**config.mk**
```make
export PLATFORM = sky130hd
export DESIGN_NAME = alu_exec_unit
export DESIGN_NICKNAME = d
export VERILOG_FILES = /design/src/rtl/alu_exec_unit.sv
export SDC_FILE = /design/constraint.sdc
export NUM_CORES = 1
export LEC_CHECK = 0
export ABC_CLOCK_PERIOD_IN_PS = 21900
export CORE_AREA = 2 2 166 168
export DETAILED_ROUTE_END_ITERATION = 12
export DIE_AREA = 0 0 168 170
export PLACE_DENSITY = 0.56
export SLEW_MARGIN = 15
export SYNTH_ARGS = -nofsm -noshare
export SYNTH_HDL_FRONTEND = slang
export SYNTH_SLANG_ARGS = --single-unit
```
**constraint.sdc**
```tcl
create_clock -name vclk -period 21.9
set_input_delay 6.57 -clock vclk [all_inputs]
set_output_delay 6.57 -clock vclk [all_outputs]
set_load 0.05 [all_outputs]
```
**src/rtl/alu_exec_unit.sv**
```systemverilog
// RV32I execute-stage ALU with branch compare; RV32M multiply and iterative
// radix-2 divide are built only when RV32M_EN is defined.
module alu_exec_unit #(
  parameter int DATA_WIDTH = 32,
  parameter int DIV_CYCLES = 32
) (
  input  logic                  clk,
  input  logic                  rst,
  input  logic [DATA_WIDTH-1:0] ALUop1,
  input  logic [DATA_WIDTH-1:0] ALUop2,
  input  logic [3:0]            ALUctrl,
  input  logic                  mul_sel,
  output logic [DATA_WIDTH-1:0] ALUout,
  output logic                  EQ,
  output logic                  div_ready
);
  localparam int W = DATA_WIDTH;

  logic [W-1:0] alu_res;
  logic [4:0]   shamt;
  assign shamt = ALUop2[4:0];

  always_comb begin
    case (ALUctrl)
      4'b1000: alu_res = ALUop1 - ALUop2;
      4'b0001: alu_res = ALUop1 << shamt;
      4'b0101: alu_res = ALUop1 >> shamt;
      4'b1101: alu_res = $signed(ALUop1) >>> shamt;
      4'b0010: alu_res = {{(W-1){1'b0}}, $signed(ALUop1) < $signed(ALUop2)};
      4'b0011: alu_res = {{(W-1){1'b0}}, ALUop1 < ALUop2};
      4'b0100: alu_res = ALUop1 ^ ALUop2;
      4'b0110: alu_res = ALUop1 | ALUop2;
      4'b0111: alu_res = ALUop1 & ALUop2;
      default: alu_res = ALUop1 + ALUop2;
    endcase
  end

  // Branch condition follows funct3 regardless of mul_sel.
  always_comb begin
    case (ALUctrl[2:0])
      3'b000:  EQ = ALUop1 == ALUop2;
      3'b001:  EQ = ALUop1 != ALUop2;
      3'b100:  EQ = $signed(ALUop1) < $signed(ALUop2);
      3'b101:  EQ = $signed(ALUop1) >= $signed(ALUop2);
      3'b110:  EQ = ALUop1 < ALUop2;
      3'b111:  EQ = ALUop1 >= ALUop2;
      default: EQ = 1'b0;
    endcase
  end

`ifdef RV32M_EN
  typedef enum logic [1:0] {IDLE, BUSY, DONE} div_state_t;
  localparam int CW = $clog2(DIV_CYCLES + 1);
  localparam int PW = 2 * W + 2;

  div_state_t    state, state_nxt;
  logic [CW-1:0] cnt;
  logic [W-1:0]  lat_a, lat_b, dvs, quo, rem;
  logic [1:0]    lat_op;
  logic          div_req, match, div_hit, sgn_in, sgn_lat;
  logic [W:0]    shl, diff;
  logic [W-1:0]  a_mag, b_mag, q_fix, r_fix, div_res, mul_res;
  logic signed [W:0]    ma, mb;
  logic signed [PW-1:0] prod;
  logic          unused_prod;

  // One 33x33 signed multiplier covers all four variants via the extension bit.
  assign ma      = {(ALUctrl[1:0] != 2'b11) & ALUop1[W-1], ALUop1};
  assign mb      = {~ALUctrl[1] & ALUop2[W-1], ALUop2};
  assign prod    = PW'(ma) * PW'(mb);
  assign mul_res = (ALUctrl[1:0] == 2'b00) ? prod[W-1:0] : prod[2*W-1:W];
  assign unused_prod = &{1'b0, prod[PW-1:2*W]};

  assign div_req = mul_sel & ALUctrl[2];
  assign match   = div_req && ALUop1 == lat_a && ALUop2 == lat_b && ALUctrl[1:0] == lat_op;
  assign div_hit = (state == DONE) && match;

  assign sgn_in = ~ALUctrl[0];
  assign a_mag  = (sgn_in & ALUop1[W-1]) ? -ALUop1 : ALUop1;
  assign b_mag  = (sgn_in & ALUop2[W-1]) ? -ALUop2 : ALUop2;

  // Restoring step: no borrow means the shifted remainder covers the divisor.
  assign shl  = {rem, quo[W-1]};
  assign diff = shl - {1'b0, dvs};

  assign sgn_lat = ~lat_op[0];
  assign q_fix   = (lat_b == '0) ? '1 :
                   (sgn_lat & (lat_a[W-1] ^ lat_b[W-1])) ? -quo : quo;
  assign r_fix   = (lat_b == '0) ? lat_a : (sgn_lat & lat_a[W-1]) ? -rem : rem;
  assign div_res = lat_op[1] ? r_fix : q_fix;

  always_comb begin
    state_nxt = state;
    case (state)
      IDLE:    if (div_req) state_nxt = BUSY;
      BUSY:    if (cnt == CW'(1)) state_nxt = DONE;
      DONE:    if (!match) state_nxt = IDLE;
      default: state_nxt = IDLE;
    endcase
  end

  always_ff @(posedge clk) begin
    if (rst) begin
      state  <= IDLE;
      cnt    <= '0;
      lat_a  <= '0;
      lat_b  <= '0;
      lat_op <= '0;
      dvs    <= '0;
      quo    <= '0;
      rem    <= '0;
    end else begin
      state <= state_nxt;
      if (state == IDLE && div_req) begin
        lat_a  <= ALUop1;
        lat_b  <= ALUop2;
        lat_op <= ALUctrl[1:0];
        dvs    <= b_mag;
        quo    <= a_mag;
        rem    <= '0;
        cnt    <= CW'(DIV_CYCLES);
      end else if (state == BUSY) begin
        cnt <= cnt - CW'(1);
        if (!diff[W]) begin
          rem <= diff[W-1:0];
          quo <= {quo[W-2:0], 1'b1};
        end else begin
          rem <= shl[W-1:0];
          quo <= {quo[W-2:0], 1'b0};
        end
      end
    end
  end

  always_comb begin
    ALUout    = alu_res;
    div_ready = 1'b1;
    if (mul_sel) begin
      if (!ALUctrl[2]) begin
        ALUout = mul_res;
      end else begin
        ALUout    = div_hit ? div_res : '0;
        div_ready = div_hit;
      end
    end
  end
`else
  logic unused_ok;
  assign unused_ok = &{1'b0, clk, rst, mul_sel};
  assign ALUout    = alu_res;
  assign div_ready = 1'b1;
`endif
endmodule

```
Word level (Yosys, flattened, before mapping)
Cells that the tools add are included.
{ "word_totals": {"register_bits": 0, "inputBits": 71, "output_inout_bits": 34, "elab_cells": 31} }
{ "classes": {"add_sub_neg": 2, "magnitude_cmp": 4, "eq_ne": 16, "shifts": 3, "n_mux": 2, "n_bitwise": 3, "n_reduce_logical": 1} }
{ "ops": {"columns": ["op", "n"], "rows": [
  ["case mux 32 bit (9 select lines)", 1],
  [">= comparator 32 bit", 2],
  ["< comparator 32 bit", 2],
  ["adder 32 bit", 1],
  ["bitwise AND 32 bit", 1],
  ["== test 32 bit", 1],
  ["inequality test 32 bit", 1],
  ["bitwise OR 32 bit", 1],
  ["<< shifter 32 x 5 -> 32 bit", 1],
  ["right shift 32 x 5 -> 32 bit", 1],
  [">>> shifter 32 x 5 -> 32 bit", 1],
  ["subtractor 32 bit", 1],
  ["XOR 32 bit", 1],
  ["== test 4 x 3 -> 1 bit (second input constant)", 4],
  ["== test 3 bit (second input constant)", 4],
  ["== test 4 x 2 -> 1 bit (second input constant)", 2],
  ["== test 4 bit (second input constant)", 2],
  ["case mux 1 bit (6 select lines)", 1],
  ["== test 4 x 1 -> 1 bit (second input constant)", 1],
  ["== test 3 x 1 -> 1 bit (second input constant)", 1],
  ["logical NOT 3 bit", 1]
]} }

Depth between registers and ports, before layout
{ "logic_depth": {"depth_word": 2, "depth_mapped": 15, "depth_no_buf": 12} }

Least setup slack after synthesis
Ideal clock, no wire load.
{ "synth_path": {"path_type": "input port to output port", "startpoint": "input ALUop2[3]", "endpoint": "output EQ", "arrival_ns": 11.330, "required_time_ns": 15.330, "slack_ns": 4.000, "cell_stages": 15, "n_path_buf": 5, "cell_sequence": "clkbuf_1 > inv_1 > clkbuf_1 > clkbuf_1 > buf_1 > ha_1 > buf_2 > nor4_2 > o21ai_1 > a21o_1 > and4_4 > o31ai_4 > a21oi_1 > o311a_1 > nor4_1"} }
{ "synth_via": {"elab_chain_len": 2, "elab_cells_between_ends": 7, "cone_classes": "order compare: 4; eq/ne: 2; mux: 1"} }
{ "synth_rtl": {"columns": ["element", "line_no", "text"], "rows": [
  ["start, declared", "10", "input logic [DATA_WIDTH-1:0] ALUop2,"],
  [">= comparator 32 bit (tied with other cells)", "46", "3'b111: EQ = ALUop1 >= ALUop2;"],
  ["case mux 1 bit (6 select lines) (*)", "40", "case (ALUctrl[2:0])"],
  ["end, declared", "14", "output logic EQ,"]
]} }
Every way passes the cells marked *; elsewhere a longest branch is shown, timed or not.

Worst setup path in the final report
{ "layout_path": {"startpoint": "input ALUop2[4]", "endpoint": "output EQ"} }
Same word-level chain as after synthesis.

==> results.txt <==
NetSw: 0.2038 mW
Die Area: 28,560 µm²
setup ws final: 3.452 ns
Pleak: 4.289 nW
area grow syn2layout: 12.65%
sequential cell area: 0 µm²
filler cell count: 2,815
sequential-to-total area share from yosys stat: 0
initial antenna violation count: 0
Cell Area, Synth: 9279 µm²
WHS: 14.56 ns
multi-input logic area: 8409 µm²
Slew Viols, Final: 0
num rows: 60
Final Hold Fails: 0
DRC viols: 0
Gate power share: 1.000
overall global routing resource usage: 0.2746
fin crit share: 0.8424
actual transition at the worst max-transition pin: 0.9473 ns
setup TNS: 0 ns
GPL Wtd Cong: 0.9719
final setup fails: 0
unrepaired setup endpoints after global routing: false
CP Launch Type: primary input
VDD IR max: 0.00001816 V
Power Density: 31.00 nW/µm²
CP max stage cell: clkdlybuf4s50_1
Post-Route WL: 40.99 mm
crit-path max FO: 54
CP Buf/Inv Count: 4
FFs & Latches: 0
PostCTS Resize Cnt: 0
vias: 11,000
Post-Syn Instances: 1,320
Top-Level Pins: 105
worst relative slew slack: 0.3669
fin nets: 1,512
Avg Inst Size Synth: 7.029 µm²
clock buffers: 0
min cycle time layout: 18.45 ns
wire length per cell: 24.38 µm
Max-Cap Viols: 0
Detail Placement HPWL: 30.78 mm
vias in the first global route: 10,040
Seq pwr share: 0
pre-CTS setup slack: 3.400 ns
# hold bufs at CTS: 0
first-pass GRT wire length: 61.43 mm
Initial Utilization: 0.3482
crit-path cells: buf_2 -> buf_4 -> clkinv_1 -> ha_1 -> nor4_2 -> o21ai_1 -> a21o_1 -> and4_4 -> o31ai_4 -> a21oi_1 -> o311a_1 -> nor4_1 -> clkdlybuf4s50_1
drt first pass iters: 6
core area: 26,650 µm²
Post-DRT Antenna Nets: 0
fmax: 54.21 MHz
hold crit path type: in -> out
port buffer count: 101
Top delay family on crit path: buffers and inverters
die width: 168 µm
Internal: 0.1201 mW
initial drt markers: 1,404
Synth cell types: 88
status: completed
vias per cell: 6.543
pin count of the biggest net entering global routing: 59
switching fraction of total power: 0.6292
chip height: 170 µm
Critical Path Sink Type: output pin
Ys Warns: 0
CP max stage delay: 0.93 ns
Worst Path Arrival: 11.88 ns
number of inserted diodes: 0
syn_nets: 1,490
grt ovf: 0
setup repair bufs after CTS: 0
crit path kind: in -> out
Crit path required time: 15.33 ns
clock share of power: 0
share of cells above drive strength 1: 0.1022
[area by class of cell]
type                            count  area share
Tap cell                          341     0.04082
Inverter                          108     0.03878
Multi-Input combinational cell   1102      0.8045
Timing Repair Buffer              130      0.1159
[power by group through the flow]
stage / Combinational (mW) / Sequential [mW] / Clock (mW)
2_1_floorplan: 0.216 / 0 / 0
3_3_place_gp: 0.315 / 0 / 0
5_1_grt: 0.345 / 0 / 0
4_1_cts: 0.318 / 0 / 0
3_5_place_dp: 0.316 / 0 / 0
6_report: 0.324 / 0 / 0
[cell usage in the layout, fill, tap and decap left out, types with 9 or more instances in the layout]
cell type / instances
a31oi_1: 10
a211oi_1: 30
nor4_1: 9
o31ai_1: 10
o211ai_1: 19
and3_1: 11
a221o_1: 10
mux2i_1: 29
clkdlybuf4s50_1: 97
a21oi_1: 105
and2_1: 9
nor2_1: 133
o22ai_1: 15
nand4_1: 9
o21bai_1: 9
nor2b_1: 18
nand3_1: 24
nand2b_1: 14
o221ai_1: 12
inv_1: 105
or3_1: 13
buf_4: 30
nor3_1: 33
ha_1: 97
a21o_1: 20
mux2_2: 16
nand2_1: 126
o21ai_0: 105
a22oi_1: 11
mux4_2: 58
[Yosys cell counts, types with 11 or more instances]
master | number | area (µm²)
a211oi_1 | 30 | 225.2
a22oi_1 | 11 | 82.58
buf_2 | 14 | 70.07
o22ai_1 | 15 | 93.84
o21ai_0 | 105 | 525.5
mux4_2 | 58 | 1306
nor2b_1 | 18 | 112.6
a21oi_1 | 105 | 525.5
mux2_2 | 16 | 180.2
nand2_1 | 126 | 473.0
nor2_1 | 134 | 503.0
or3_1 | 13 | 81.33
a21o_1 | 20 | 150.1
and3_1 | 11 | 68.82
buf_1 | 13 | 48.80
nor3_1 | 33 | 165.2
ha_1 | 97 | 1214
o221ai_1 | 12 | 105.1
inv_1 | 105 | 394.1
o211ai_1 | 19 | 142.6
nand2b_1 | 14 | 87.58
clkbuf_1 | 76 | 285.3
mux2i_1 | 29 | 290.3
nand3_1 | 24 | 120.1
[metrics by stage]
step	total power, mW	area (µm²)	util	cells
after floorplan	0.2160	9279	-	1320
after global placement	0.3154	10450	0.3922	1681
after detailed placement	0.3159	10450	0.3922	1681
after CTS	0.3179	10450	0.3922	1681
after global routing	0.3452	10450	0.3922	1681
final	0.3240	10450	0.3922	1681
[per-layer routing]
layer / part of all wire / global-route usage / vias to the layer above
met4: 0.026 / 0.06427 / 0
met1: 0.44 / 0.4013 / 5345
met3: 0.089 / 0.02930 / 66
li1: - / - / 4998
met2: 0.44 / 0.4324 / 590
met5: 0 / 0 / -
[kinds of logic (layout without fill, tap and decap cells)]
kind of cell / Yosys count / after routing / share of synthesized area
muxes: 110 / 110 / 0.2113
and+or+nand+nor: 425 / 425 / 0.2135
xor gates and xnor gates: 6 / 6 / 0.005663
buffers and inverters: 218 / 238 / 0.09547
other: 1 / 1 / 0.0004041
adders and majority gates: 99 / 99 / 0.1351
AOI/OAI and AO/OA: 461 / 461 / 0.3386
[worst paths after layout]
kind	endpoint	start	depth (start not counted)	slack (ns)
max	EQ	ALUop2[4]	13	3.45
min	ALUout[1]	ALUop2[4]	5	14.56
Power figures use the tool's default switching activity.
